`src/rtl/prog_run_sequencer.sv`:
```
// prog_run_sequencer
// Run controller for the 9-bit-instruction single-cycle core. Owns the data
// memory port and hands it to one of three masters depending on the run
// phase: the preload stream (LOAD), the core (RUN) or the post-halt readback
// port (DONE / TIMEOUT). Holds the core in init everywhere except RUN.
//
// Ports:
//   CLK, reset            clock (posedge), synchronous active-high reset
//   go                    start pulse, honoured in IDLE, DONE and TIMEOUT
//   load_*                preload stream (valid/ready/addr/data/last)
//   core_start            core init input, low only in RUN
//   core_halt             core halt flag
//   cpu_mem_*             core side of the data memory port
//   mem_*                 data memory port (mem_rdata is a combinational read)
//   rd_req_*, rd_rsp_*    readback port, one-cycle response latency
//   busy, done, timeout   run status flags
//   cycle_count           RUN cycles elapsed, excluding the halt cycle
module prog_run_sequencer #(
  parameter int          AW          = 8,
  parameter int          DW          = 8,
  parameter int          INIT_CYCLES = 2,
  parameter logic [15:0] MAX_CYCLES  = 16'hFFFF
) (
  input  logic          CLK,
  input  logic          reset,
  input  logic          go,
  input  logic          load_valid,
  output logic          load_ready,
  input  logic [AW-1:0] load_addr,
  input  logic [DW-1:0] load_data,
  input  logic          load_last,
  output logic          core_start,
  input  logic          core_halt,
  input  logic [AW-1:0] cpu_mem_addr,
  input  logic [DW-1:0] cpu_mem_wdata,
  input  logic          cpu_mem_read,
  input  logic          cpu_mem_write,
  output logic [AW-1:0] mem_addr,
  output logic [DW-1:0] mem_wdata,
  output logic          mem_read,
  output logic          mem_write,
  input  logic [DW-1:0] mem_rdata,
  input  logic          rd_req_valid,
  input  logic [AW-1:0] rd_req_addr,
  output logic          rd_rsp_valid,
  output logic [DW-1:0] rd_rsp_data,
  output logic          busy,
  output logic          done,
  output logic          timeout,
  output logic [15:0]   cycle_count
);

  typedef enum logic [2:0] {
    ST_IDLE    = 3'd0,
    ST_LOAD    = 3'd1,
    ST_INIT    = 3'd2,
    ST_RUN     = 3'd3,
    ST_DONE    = 3'd4,
    ST_TIMEOUT = 3'd5
  } state_t;

  localparam logic [15:0] INIT_LAST_C = 16'(INIT_CYCLES - 1);

  state_t          state_r;
  state_t          state_s;
  logic [15:0]     init_cnt_r;
  logic [15:0]     cycle_count_r;
  logic [15:0]     cnt_inc_s;
  logic            rd_side_s;
  logic            rd_rsp_valid_r;
  logic [DW-1:0]   rd_rsp_data_r;
  logic [AW-1:0]   mem_addr_s;
  logic [DW-1:0]   mem_wdata_s;
  logic            mem_read_s;
  logic            mem_write_s;

  assign cnt_inc_s = cycle_count_r + 16'd1;
  assign rd_side_s = (state_r == ST_DONE) || (state_r == ST_TIMEOUT);

  // Next-state decode; halt is tested before the timeout compare so a halt
  // on the last budgeted cycle still ends in DONE.
  always_comb begin
    state_s = state_r;
    case (state_r)
      ST_IDLE: begin
        if (go) state_s = ST_LOAD;
        else    state_s = ST_IDLE;
      end
      ST_LOAD: begin
        if (load_valid && load_last) state_s = ST_INIT;
        else                         state_s = ST_LOAD;
      end
      ST_INIT: begin
        if (init_cnt_r == INIT_LAST_C) state_s = ST_RUN;
        else                           state_s = ST_INIT;
      end
      ST_RUN: begin
        if (core_halt)                     state_s = ST_DONE;
        else if (cnt_inc_s == MAX_CYCLES)  state_s = ST_TIMEOUT;
        else                               state_s = ST_RUN;
      end
      ST_DONE, ST_TIMEOUT: begin
        if (go) state_s = ST_LOAD;
        else    state_s = state_r;
      end
      default: state_s = ST_IDLE;
    endcase
  end

  // State, init/cycle counters and the readback response register.
  always_ff @(posedge CLK) begin
    if (reset) begin
      state_r        <= ST_IDLE;
      init_cnt_r     <= 16'd0;
      cycle_count_r  <= 16'd0;
      rd_rsp_valid_r <= 1'b0;
      rd_rsp_data_r  <= '0;
    end else begin
      state_r <= state_s;

      // Init counter only runs while in INIT, so it is zero on entry.
      if (state_r == ST_INIT) init_cnt_r <= init_cnt_r + 16'd1;
      else                    init_cnt_r <= 16'd0;

      if ((state_r == ST_INIT) && (state_s == ST_RUN))
        cycle_count_r <= 16'd0;
      else if ((state_s == ST_LOAD) && (state_r != ST_LOAD))
        cycle_count_r <= 16'd0;
      else if ((state_r == ST_RUN) && !core_halt)
        cycle_count_r <= cnt_inc_s;
      else
        cycle_count_r <= cycle_count_r;

      // Response data holds its last value when no request is serviced.
      if (rd_side_s && rd_req_valid) begin
        rd_rsp_valid_r <= 1'b1;
        rd_rsp_data_r  <= mem_rdata;
      end else begin
        rd_rsp_valid_r <= 1'b0;
        rd_rsp_data_r  <= rd_rsp_data_r;
      end
    end
  end

  // Memory port ownership, selected from the registered state.
  always_comb begin
    mem_addr_s  = '0;
    mem_wdata_s = '0;
    mem_read_s  = 1'b0;
    mem_write_s = 1'b0;
    case (state_r)
      ST_LOAD: begin
        mem_write_s = load_valid;
        mem_addr_s  = load_addr;
        mem_wdata_s = load_data;
      end
      ST_RUN: begin
        mem_write_s = cpu_mem_write;
        mem_read_s  = cpu_mem_read;
        mem_addr_s  = cpu_mem_addr;
        mem_wdata_s = cpu_mem_wdata;
      end
      ST_DONE, ST_TIMEOUT: begin
        mem_read_s = rd_req_valid;
        mem_addr_s = rd_req_addr;
      end
      default: begin
        mem_read_s  = 1'b0;
        mem_write_s = 1'b0;
      end
    endcase
  end

  // Reset must kill strobes in the same cycle, even mid-RUN or mid-LOAD.
  assign mem_read     = reset ? 1'b0 : mem_read_s;
  assign mem_write    = reset ? 1'b0 : mem_write_s;
  assign mem_addr     = mem_addr_s;
  assign mem_wdata    = mem_wdata_s;

  assign load_ready   = (state_r == ST_LOAD);
  assign core_start   = (state_r != ST_RUN);
  assign busy         = (state_r == ST_LOAD) || (state_r == ST_INIT) || (state_r == ST_RUN);
  assign done         = (state_r == ST_DONE);
  assign timeout      = (state_r == ST_TIMEOUT);
  assign cycle_count  = cycle_count_r;
  assign rd_rsp_valid = rd_rsp_valid_r;
  assign rd_rsp_data  = rd_rsp_data_r;

endmodule
```
`config.mk`:
```
export PLATFORM = sky130hd
export DESIGN_NAME = prog_run_sequencer
export DESIGN_NICKNAME = d
export VERILOG_FILES = /design/src/rtl/prog_run_sequencer.sv
export SDC_FILE = /design/constraint.sdc
export NUM_CORES = 1
export LEC_CHECK = 0
export CORE_MARGIN = 2
export CORE_UTILIZATION = 38
export DETAILED_ROUTE_END_ITERATION = 7
export GPL_TIMING_DRIVEN = 0
export PLACE_DENSITY_LB_ADDON = 0.08
export SLEW_MARGIN = 20
export SYNTH_ARGS = -nofsm -noshare
export SYNTH_HDL_FRONTEND = slang
export SYNTH_SLANG_ARGS = --single-unit
```
`constraint.sdc`:
```
create_clock -name CLK -period 1.69 [get_ports CLK]
set_input_delay 0.169 -clock CLK [delete_from_list [all_inputs] [get_ports CLK]]
set_output_delay 0.169 -clock CLK [all_outputs]
set_load 0.005 [all_outputs]
```
; ---- Word level (Yosys, flattened, before mapping)
; Index checks and enable logic that the tools add are counted.
[totals]
regBits = 44
input_bits = 57
wordCells = 46
[classes]
n_mux = 14
eq_ne = 11
n_bitwise = 1
n_reduce_logical = 13
n_addsub = 2
[op_table]
columns = cell, n
row1 = $add A16 B1 Y16 const B, 2
row2 = $pmux W8 S3, 1
row3 = $eq A16 B1 Y1 const B, 1
row4 = $eq A16 B16 Y1 const B, 1
row5 = $pmux W8 S2, 1
row6 = $pmux W3 S5, 1
row7 = $eq A3 B2 Y1 const B, 3
row8 = $mux W3, 3
row9 = $eq A3 B1 Y1 const B, 2
row10 = $eq A3 B3 Y1 const B, 2
row11 = $logic_and A1 B1 Y1, 5
row12 = $mux W1, 5
row13 = $pmux W1 S2, 2
row14 = $reduce_or A2 Y1, 2
row15 = $logic_not A3 Y1, 1
row16 = $logic_or A1 B1 Y1, 3
row17 = $ne A3 B1 Y1 const B, 1
row18 = $ne A3 B2 Y1 const B, 1
row19 = $reduce_or A3 Y1, 1
row20 = $mux W2, 1
row21 = $logic_not A1 Y1, 1
row22 = $not A1 Y1, 1

; ---- Longest topological paths before layout
[logic_depth]
word_depth = 8
depth_mapped = 7

; ---- Worst setup path before layout
; Ideal clock, no wire load.
[synth_timing]
path_type = reg-to-reg
start = register cycle_count_r[1] (netlist: cycle_count[1])
end = register state_r[1]
slack_ns = -0.052
n_path_buf = 0
setup_time_ns = 0.143
t_arrival_ns = 1.599
path_stages_with_launch = 7
cell_sequence = dfxtp_1 > ha_1 > nand2_1 > nor4b_2 > o21ai_1 > a2111oi_2 > a2111oi_1
[synth_between]
elab_chain_len = 5
[synth_lines]
columns = element, line_no
row1 = from (decl), 67  ; logic [15:0] cycle_count_r;
row2 = from (signal assigned), 130  ; cycle_count_r <= cnt_inc_s;
row3 = from (signal assigned), 132  ; cycle_count_r <= cycle_count_r;
row4 = $add A16 B1 Y16, 77  ; assign cnt_inc_s = cycle_count_r + 16'd1;
row5 = $eq A16 B16 Y1, 99  ; else if (cnt_inc_s == MAX_CYCLES) state_s = ST_TIMEOUT;
row6 = $mux W3, 99
row7 = $mux W3, 98  ; if (core_halt) state_s = ST_DONE;
row8 = $pmux W3 S5, 84  ; case (state_r)
row9 = to (signal assigned), 119  ; state_r <= state_s;
row10 = to (decl), 64  ; state_t state_r;
; No other way between the ends.
; A chain may end at the register's enable or synchronous reset.

; ---- Worst setup path after layout
[layout_timing]
start = register cycle_count_r[2] (netlist: cycle_count[2])
end = register state_r[1]
; Same word-level chain as after synthesis.

==> key figures <==
Timing
  • Tmin final: approximately 1.7 ns
  • Final worst slack: -0.02432 ns
  • Max Slew Vio Count: 0
  • Final period util: 101.4%
  • Final Hold Slack: between 0.2 and 0.3 ns
  • Hold Fails Final Rpt: 0
  • Max_slew headroom: between 60% and 70%
  • RSZ-0062 raised after global routing: true
  • Final setup vio count: 1
  • Skew final: between 0.01 and 0.015 ns
  • Worst slew pin tran: 0.4767 ns
  • Fmax: 583.3 MHz
  • Setup TNS: -0.02432 ns

Floorplanning
  • Cell row count: 29
  • Die Span Y: 84.19 um
  • Horiz. Die Dim: approximately 84 um
  • Effective utilization at floorplan: between 30% and 40%
  • Core ar.: 6277 um2
  • Die area: 7088 um2
  • IO Pins: 105

Detailed routing
  • Vias per cell: between 5 and 6
  • Pre-antenna DRT Iters: 4
  • Final ANT Viol Nets: 0
  • WL final: between 7000 and 8000 um
  • DRC viols: 0
  • Initial DRC count: ~130
  • Avg WL per Cell: ~15 um
  • Via count: about 2600

Worst setup path
  • Worst-path maximum fanout: 4
  • Crit path DAT: between 1.5 and 2 ns
  • CP Data Required Time: ~1.9 ns
  • Crit start category: flop
  • Most used cell, CP: buf_6
  • CP max stage delay: between 0.4 and 0.5 ns
  • Crit-path cells: buf_6 -> buf_6 -> buf_4 -> a21oi_2 -> o311ai_4 -> a2111oi_4 -> a2111oi_2
  • Critical path's slowest cell: a2111oi_4
  • CP endpoint kind: flop
  • Setup CP Type: flop to flop

Global route
  • Vias in the first global route: between 2000 and 2500
  • First-pass GRT wire length: 11980 um
  • GRT Overall Usage: 20.58%
  • Initial antenna violation count: 0
  • Pin count of the biggest net entering global routing: 14
  • Global route overflow: 0

Synthesis
  • Synth Area per Inst: roughly 8.1 um2
  • Post-synthesis register bit count: 44
  • Ys async rst share: 0%
  • Synthesis Warnings: 0
  • Syn_nets: approximately 360
  • Gate count of the mapped netlist: 302
  • Synth Flop Type: dfxtp_1
  • Post-synth EDFFs: 0
  • Synth area leader: dfxtp_1
  • Sequential area share after synthesis: 36.05%
  • Synth top area share: a little over a third
  • Netlist cell types: ~40
  • Syn Std Cell Area: approximately 2400 um2
  • Synth area leaders: dfxtp_1 36%, nor2_1 7.8%, nand2_1 7.2%

Clocking
  • H-tree levels: 2
  • Clk slew on worst S/H paths: 0.09 ns
  • CTS Sinks: 44
  • Inserted Clock Buffers: 5
  • Clock network latency to the later pin of the worst-skew pair: about 0.3 ns
  • CTS tree: done
  • Clk buf depth: 2
  • Root Driver: clkbuf_8

Placement
  • Number of cells after detailed placement: 482
  • IO Port Bufs: 103
  • Post-DP HPWL: ~5400 um
  • Routability Congestion: 0.7894
  • Setup WS pre-CTS: -0.6715 ns
  • Post-DP Area: between 3000 and 4000 um2

Power and ir drop
  • Leak: around 1.6 nW
  • Power Total: roughly 2.3 mW
  • PwrDens: between 500 and 600 nW/um2
  • Peak supply drop: approximately 500 uV

Outcome
  • Failing checks: negative setup slack
  • Status: complete, but fails checks

Cells and area
  • Most common cell after layout, fill and taps aside: clkdlybuf4s50_1
  • Area grow syn2layout: 70.66%
  • Final Util: 66.43%
  • Final Instance Area: roughly 4200 um2
  • Antenna Cells: 0
  • # nets final: approximately 490
  • Non-filler instance count after layout: 511
  • Layout cells sized above 1: 22.81%
  • Most frequent cells in the layout: 80 x clkdlybuf4s50_1, 47 x nor2_1, 44 x nand2_1

Job
  • Max-Cap Viols: 0

Min path
  • HP Class: input pin to flop
[worst paths after layout]
kind / slack, ns / endpoint / startpoint / cells after the start
min reg2reg: 0.46 / rd_rsp_data[7] / rd_rsp_data[7] / 2
min: 0.25 / state_r[0] / reset / 2
max reg2reg: -0.02 / state_r[1] / cycle_count[2] / 7
max: -0.02 / state_r[1] / cycle_count[2] / 7
[layer usage]
layer,vias up,GRT usage [%],wire [um]
met3,6,6.096,552
met4,0,3.959,68
li1,1299,-,-
met1,1199,25.90,3285
met2,83,35.21,3712
met5,-,0,0
[Yosys cell counts, drive strengths merged (6+ instances only)]
master  count
a21oi      17
buf         8
clkbuf      7
dfxtp      44
inv         6
mux2i      17
nand2      47
nand3      10
nand4       9
nor2       51
o21ai      14
xnor2      12
xor2       16
[critical path, delay by kind of cell (launching register included)]
| kind | cells | cell delay (ns) |
|---|---|---|
| compound gates | 4 | 0.87 |
| buf+inv | 3 | 0.37 |
| flops | 1 | 0.35 |
[cell families (layout without fill, tap and decap cells)]
group                    Yosys count  in the layout  synth area share [%]
flip-flops                        44             44                 36.05
buffers and inverters             21            153                 3.994
AND/OR/NAND/NOR                  148            148                 29.95
multiplexers                      17             17                 6.964
adder cells (fa/ha/maj)            4              4                 2.048
XOR/XNOR                          28             28                 10.04
AO/OA/AOI/OAI                     40             40                 10.96
[what timing repair did]
action,in CTS,in global routing
buffers inserted,8,15
pin swaps,8,11
hold buffers,0,0
endpoints found under the setup margin,50,42
resized for setup,78,45
[power by group]
| group | leakage [nW] | internal, mW | switching [mW] |
|---|---|---|---|
| logic | 1.15 | 0.233 | 0.138 |
| registers | 0.364 | 1.03 | 0.00495 |
| clock network | 0.0645 | 0.522 | 0.367 |
[flip-flops by register name, indices dropped and copies added, names as in the netlist]
signal,cells
state_r,3
rd_rsp_valid,1
cycle_count,16
rd_rsp_data,8
init_cnt_r,16
[area by class of cell]
type                       count  area [um2]
sequential                    44       913.4
fill                         559        2107
tap                           77       96.34
multi-input combinational    237        1692
buffer                        13       137.6
clock buffer                   7       96.34
inverter                       6       25.02
clock inverter                 1       30.03
timing repair buffer         126        1180
(Power assumes the default switching activity.)
